<file path="src/rtl/ga_registers.sv">
// Gate array CPU register file: pen/ink/border/RMR writes from Z80 I/O,
// HSYNC-aligned mode update and the 52-line raster interrupt counter.
module ga_registers (
  input  logic             clk,
  input  logic             RESET_N,
  input  logic             cen_16,
  input  logic             IORQ_N,
  input  logic             WR_N,
  input  logic             M1_N,
  input  logic             A15,
  input  logic             A14,
  input  logic [7:0]       D,
  input  logic             HSYNC,
  input  logic             VSYNC,
  output logic [15:0][4:0] INKR,
  output logic [4:0]       BORDER,
  output logic [1:0]       MODE,
  output logic             MODE_SYNC_EN,
  output logic             ROM_LO_DIS,
  output logic             ROM_HI_DIS,
  output logic             INT_N
);

  localparam logic [5:0] LINES_PER_INT = 6'd52;

  logic wr, ack;
  assign wr  = ~IORQ_N & ~WR_N & M1_N & ~A15 & A14;
  assign ack = ~IORQ_N & ~M1_N;

  // Stage 1: sample strobes/syncs and register one-tick edge pulses.
  // Bus strobe samplers reset to "active" so a strobe held through reset
  // release is not seen as a new edge.
  logic       wr_s_q, ack_s_q, hs_s_q, vs_s_q;
  logic       wr_pls_q, ack_pls_q, hs_rise_q, hs_fall_q, vs_rise_q;
  logic [7:0] dat_q;

  always_ff @(posedge clk or negedge RESET_N) begin
    if (!RESET_N) begin
      wr_s_q    <= 1'b1;
      ack_s_q   <= 1'b1;
      hs_s_q    <= 1'b0;
      vs_s_q    <= 1'b0;
      wr_pls_q  <= 1'b0;
      ack_pls_q <= 1'b0;
      hs_rise_q <= 1'b0;
      hs_fall_q <= 1'b0;
      vs_rise_q <= 1'b0;
      dat_q     <= 8'h00;
    end else if (cen_16) begin
      wr_s_q    <= wr;
      ack_s_q   <= ack;
      hs_s_q    <= HSYNC;
      vs_s_q    <= VSYNC;
      wr_pls_q  <= wr & ~wr_s_q;
      ack_pls_q <= ack & ~ack_s_q;
      hs_rise_q <= HSYNC & ~hs_s_q;
      hs_fall_q <= ~HSYNC & hs_s_q;
      vs_rise_q <= VSYNC & ~vs_s_q;
      dat_q     <= D;
    end
  end

  // Stage 2: decode and apply.
  logic pen_wr, ink_wr, rmr_wr, int_clr;
  assign pen_wr  = wr_pls_q & (dat_q[7:6] == 2'b00);
  assign ink_wr  = wr_pls_q & (dat_q[7:6] == 2'b01);
  assign rmr_wr  = wr_pls_q & (dat_q[7:6] == 2'b10);
  assign int_clr = rmr_wr & dat_q[4];

  // pen_q[4] selects the border instead of an ink pen
  logic [4:0]       pen_q;
  logic [15:0][4:0] ink_q;
  logic [4:0]       border_q;
  logic [1:0]       mode_pend_q, mode_q;
  logic             msync_q, rom_lo_q, rom_hi_q;

  always_ff @(posedge clk or negedge RESET_N) begin
    if (!RESET_N) begin
      pen_q       <= 5'd0;
      ink_q       <= '0;
      border_q    <= 5'd0;
      mode_pend_q <= 2'd0;
      mode_q      <= 2'd0;
      msync_q     <= 1'b0;
      rom_lo_q    <= 1'b0;
      rom_hi_q    <= 1'b0;
    end else if (cen_16) begin
      if (pen_wr)
        pen_q <= dat_q[4] ? 5'b1_0000 : {1'b0, dat_q[3:0]};
      if (ink_wr) begin
        if (pen_q[4]) border_q <= dat_q[4:0];
        else          ink_q[pen_q[3:0]] <= dat_q[4:0];
      end
      if (rmr_wr) begin
        mode_pend_q <= dat_q[1:0];
        rom_lo_q    <= dat_q[2];
        rom_hi_q    <= dat_q[3];
      end
      // MODE only moves at line start so a line never mixes two modes
      msync_q <= hs_rise_q;
      if (hs_rise_q)
        mode_q <= mode_pend_q;
    end
  end

  // Raster interrupt counter with VSYNC resynchronisation.
  logic [5:0] cnt_q, cnt_d, cnt_inc;
  logic [1:0] dly_q, dly_d;
  logic       int_n_q, int_n_d, int_raise;

  assign cnt_inc = cnt_q + 6'd1;

  always_comb begin
    cnt_d     = cnt_q;
    dly_d     = dly_q;
    int_n_d   = int_n_q;
    int_raise = 1'b0;
    if (hs_fall_q) begin
      if (dly_q == 2'd1) begin
        cnt_d = 6'd0;
        dly_d = 2'd0;
        if (cnt_inc == LINES_PER_INT || cnt_q[5]) int_raise = 1'b1;
      end else begin
        if (dly_q == 2'd2) dly_d = 2'd1;
        if (cnt_inc == LINES_PER_INT) begin
          cnt_d     = 6'd0;
          int_raise = 1'b1;
        end else begin
          cnt_d = cnt_inc;
        end
      end
    end
    if (vs_rise_q) dly_d = 2'd2;
    if (int_raise) begin
      int_n_d = 1'b0;
    end else if (ack_pls_q && !int_n_q) begin
      int_n_d  = 1'b1;
      cnt_d[5] = 1'b0;
    end
    if (int_clr) begin
      cnt_d   = 6'd0;
      int_n_d = 1'b1;
    end
  end

  always_ff @(posedge clk or negedge RESET_N) begin
    if (!RESET_N) begin
      cnt_q   <= 6'd0;
      dly_q   <= 2'd0;
      int_n_q <= 1'b1;
    end else if (cen_16) begin
      cnt_q   <= cnt_d;
      dly_q   <= dly_d;
      int_n_q <= int_n_d;
    end
  end

  assign INKR         = ink_q;
  assign BORDER       = border_q;
  assign MODE         = mode_q;
  assign MODE_SYNC_EN = msync_q;
  assign ROM_LO_DIS   = rom_lo_q;
  assign ROM_HI_DIS   = rom_hi_q;
  assign INT_N        = int_n_q;

endmodule

</file>
<file path="config.mk">
export PLATFORM = sky130hd
export DESIGN_NAME = ga_registers
export DESIGN_NICKNAME = d
export VERILOG_FILES = /design/src/rtl/ga_registers.sv
export SDC_FILE = /design/constraint.sdc
export NUM_CORES = 1
export LEC_CHECK = 0
export BUFFER_PORTS_ARGS = -buffer_cell sky130_fd_sc_hd__buf_4
export CORE_UTILIZATION = 50
export CTS_BUF_LIST = sky130_fd_sc_hd__clkbuf_8
export DETAILED_ROUTE_END_ITERATION = 8
export PLACE_DENSITY = 0.8
export SLEW_MARGIN = 20
export SYNTH_ARGS = -nofsm -noshare
export SYNTH_HDL_FRONTEND = slang
export SYNTH_SLANG_ARGS = --single-unit
</file>
<file path="constraint.sdc">
create_clock -name clk -period 2.2 [get_ports clk]
set_input_delay 0.44 -clock clk [delete_from_list [all_inputs] [get_ports clk]]
set_output_delay 0.44 -clock clk [all_outputs]
set_load 0.02 [all_outputs]
</file>
Yosys cells after proc, flatten, opt, wreduce, memory -nomap -nowiden
Index checks and enable logic that the tools add are counted.
Widths: inputs -> output; s select.

operators by class
  $add $sub $neg = 1
  multipliers = 0
  divide/modulo/power cells = 0
  magnitude comparators = 2
  equal/unequal tests = 5
  shifts and indexed selects = 0
  muxes and demuxes = 21
  bitwise operators = 24
  reductions and logical operators = 17

operators with widths
  operator             number
  $bwmux 80            1
  $mux 6               4
  $demux 5 s4          1
  $and 1x1->1          14
  $mux 5               2
  $not 1->1            10
  $reduce_and 2->1     5
  $mux 1               9
  $reduce_and 3->1     3
  $mux 2               4
  $add 6x1->6 const B  1
  $eq 6x6->1 const B   1
  $reduce_bool 3->1    2
  $lt 4x5->1 const B   1
  $eq 2x1->1 const B   2
  $eq 2x2->1 const B   2
  $ge 4x1->1 const B   1
  $reduce_bool 2->1    2
  $logic_and 1x1->1    2
  $logic_not 2->1      1
  $logic_not 1->1      1
  $logic_or 1x1->1     1

storage, ports and cells
  flip-flop bits (word level) = 123
  bits in latches = 0
  RAM bits = 0
  bits in read-only memories = 0
  input port bits = 18
  output and inout bits = 91
  logic and storage cells = 107
  memories = 0

Logic depth before layout (Yosys ltp)
  word-level depth = 8
  depth in mapped cells = 5
  depth with buffers taken out = 5

Least setup slack after synthesis
No wires, ideal clock.

  kind = register to register
  start = register dat_q[7]
  end = register ink_q (netlist bit INKR[0])
  setup time = 0.125 ns
  arrival time = 1.668 ns
  data required time = 2.075 ns
  slack = 0.407 ns
  stages on the path, launching flop included = 6
  path buffers = 1
  clock period less this slack = 1.793 ns
  cells stage by stage = dfrtp_1 and4bb_2 nand3b_4 or4_1 buf_2 mux2_4

on the way
  longest elaborated chain between the ends = 3

RTL lines
  item                            RTL line  text
  start: declaration              35        logic [7:0] dat_q;
  start signal: assignment        48        dat_q <= 8'h00;
  start signal: assignment        59        dat_q <= D;
  $eq 2x1->1                      66        assign ink_wr = wr_pls_q & (dat_q[7:6] == 2'b01);
  $and 1x1->1                     66
  $reduce_and 3->1 (no line)      n/a
  end signal: indexed assignment  92        else ink_q[pen_q[3:0]] <= dat_q[4:0];
  end: declaration                72        logic [15:0][4:0] ink_q;

Every way passes these cells.
A chain may end at the register's enable or synchronous reset.

Worst setup path in the final report
  start = register dat_q[7]
  end = register ink_q (netlist bit INKR[2])

Same word-level chain as after synthesis.

==> qor.yml <==
finish:
  drive_gt1_frac: 0.5267
  diodes: 0
  area_growth_pct: 28.90
  nNetsFinal: 492
  nFillCells: 693
  fin_cells: 615
logic_synthesis:
  seq_area_frac_synth: 0.6166
  synth.area.top_cells: "dfrtp_1, mux2_2, o21ai_0"
  synth_top_area_frac: 0.6007
  ys_ff_latch: 122
  yosysTopAreaCell: "dfrtp_1"
  synth_top_flop_cell: "dfrtp_1"
  synth_edf_count: 0
  netlist_instances: 360
  yosysUniqueCellTypes: 38
  syn_avg_cell_area_um2: 13.77
  yosys_warnings: 0
  syn_area_um2: 4957
  synth_nets: 379
  async_flop_share: 1.000
setup_path:
  path_buf_inv: 0
  crit_family: "simple AND/OR/NAND/NOR gates"
  cp-start-kind: "flip-flop"
  crit_path_end_kind: "flip-flop"
  path_max_fanout: 8
  cp_slowest_cell: "or4_1"
  worstPathArrival_ns: 2.30
  critical_path_required_ns: 2.50
  crit_type: "reg -> reg"
  path_cells: "and4bb_2 -> nand3b_4 -> or4_1 -> mux2_4"
  slowest_delay_ns: 0.60
clocking:
  cts_hold_buf: 0
  cts.clk_slew.worst_paths_ns: 0.07
  cts_htree_levels: 4
  cts_resized: 0
  cts-root-buf: "clkbuf_8"
  cts_buffer_depth: 2
  cts_buffers: 17
  clock_latency_ns: 0.42
  cts_setup_buffers: 0
  cts.sinks: 122
  cts_tree: "yes"
grt:
  antenna_found_initial: 0
  track_usage: 0.2235
  grt_max_degree: 49
  first_global_vias: 3412
  grt_pass1_wl_um: 17370
  global_route.overflow_total: 0
place:
  place_inst: 583
  hpwl_um: 7013
  routabilityCongestion: 0.8032
  io_buffer_count: 107
  dpl_worst_slack_ns: 0.1736
sta:
  fmaxAchievable_mhz: 499.4
  slew_viol_final: 0
  finClkSkew_ns: 0.009862
  setup_violations: 0
  rsz0062_at_grt: "no"
  hold_violations: 0
  setup_ws_ns: 0.1975
  relSlewSlack: 0.4314
  tns_ns: 0
  timing.final.crit_share: 0.9102
  fin_crit_ns: 2.003
  worst_pin_slew_ns: 0.8530
drt:
  drt_wl_total_um: 10490
  routedWlPerCell_um: 17.06
  drt_first_iter_violations: 120
  vias: 3246
  antenna_left: 0
  drt-pass1-iter-count: 4
  drc: 0
  vias_per_cell: 5.278
power_and_ir_drop:
  power_leakage_nw: 3.322
  finalPower_mw: 5.250
  peakVddDrop_mv: 0.5757
  power_density_nw_per_um2: 821.7
die:
  die_w_um: 101.6
  initial_utilization: 0.5265
  pin_count: 109
  core-area_um2: 9415
  die_area_um2: 10320
  die_h_um: 101.6
  fp-row-count: 35
min_path:
  hold_class: "in -> async"
job:
  max_cap_violations: 0
status:
  status: "completed"
[report_power, final]
part           switching (mW)  internal [mW]  leakage (nW)
clock network           0.909           1.42         0.225
logic                   0.210          0.195          1.45
registers               0.159           2.36          1.65
total                    1.28           3.97          3.32
[registers in the layout (all words and copies together) (netlist names), 2 cells and up]
signal / cells
BORDER: 5
INKR: 80
MODE: 2
cnt_q: 6
dat_q: 7
dly_q: 2
mode_pend_q: 2
pen_q: 5
[cell usage in the layout, fill, tap and decap left out, types with 4 or more instances in the layout]
cell        count
buf_4         114
bufinv_16       5
clkbuf_8       19
clkinvlp_4      4
dfrtp_1       119
inv_1           9
mux2_2         96
mux2_4          5
nand2_1        24
nand2b_1        9
nand3_1         4
nand3b_1        4
nor2_1          5
nor3_1          6
o21ai_0        20
o22ai_1         4
[metal layers]
metal  wire length [µm]  vias to the layer above  GRT usage  part of all wire
met2               5138                      102     0.3643              0.49
met3                620                        9    0.06625             0.059
met5                  0                        -          0                 0
met4                 94                        0    0.06577            0.0090
met1               4635                     1635     0.2905              0.44
li1                   -                     1500          -                 -
[worst paths after layout]
check	to	startpoint	slack, ns	cells past startpoint
worst max register to register	INKR[2]	dat_q[7]	0.20	4
min in group clk	dat_q[6]	D[6]	0.25	2
max in group asynchronous	INT_N	RESET_N	1.51	2
worst max-delay path	INKR[2]	dat_q[7]	0.20	4
worst min register to register	hs_rise_q	hs_s_q	0.50	1
worst min-delay path	BORDER[1]	RESET_N	0.01	1
[cell type report]
class	instances	area, µm²	share of cell area
Clock buffer	19	261.5	0.04092
Multi-Input combinational cell	208	1785	0.2794
Sequential cell	122	3057	0.4784
Clock inverter	13	215.2	0.03368
Tap cell	129	161.4	0.02526
Inverter	9	33.78	0.005287
Timing Repair Buffer	115	875.8	0.1371
[per-stage QoR]
step | hold slack, ns | util | area, µm²
finish | 0.009572 | 0.6787 | 6390
global route | 0.03179 | 0.6787 | 6390
CTS | 0.009352 | 0.6787 | 6390
detailed placement | 0.4653 | 0.6280 | 5913
global placement | 0.4508 | 0.6280 | 5913
floorplan | 0.1444 | - | 4957
[synthesized netlist by cell type, types with 2 or more instances]
library cell / number
nand2b_1: 9
mux2_4: 5
nand3b_1: 4
nor4_1: 2
nand2_1: 24
nor3b_1: 2
buf_2: 2
and4bb_2: 2
inv_1: 9
nand3_1: 4
o22ai_1: 4
dfrtp_1: 119
a21oi_1: 2
nand4b_1: 3
o21ai_0: 20
dfstp_2: 3
clkbuf_1: 18
and3_1: 3
nor2_1: 5
nor2b_1: 2
nor3_1: 6
mux2_2: 96
[logic make-up (layout without fill, tap and decap cells)]
logic type	count (synthesis)	count (layout)	synth area share
AND/OR/NAND/NOR	73	73	0.08506
buffers and inverters	30	156	0.02322
AO/OA/AOI/OAI	32	32	0.03761
flip-flops	122	122	0.6166
adder cells (fa/ha/maj)	1	1	0.002524
XOR/XNOR	1	1	0.001767
multiplexers	101	101	0.2332
Note: power is estimated with default switching activity, not from simulation.
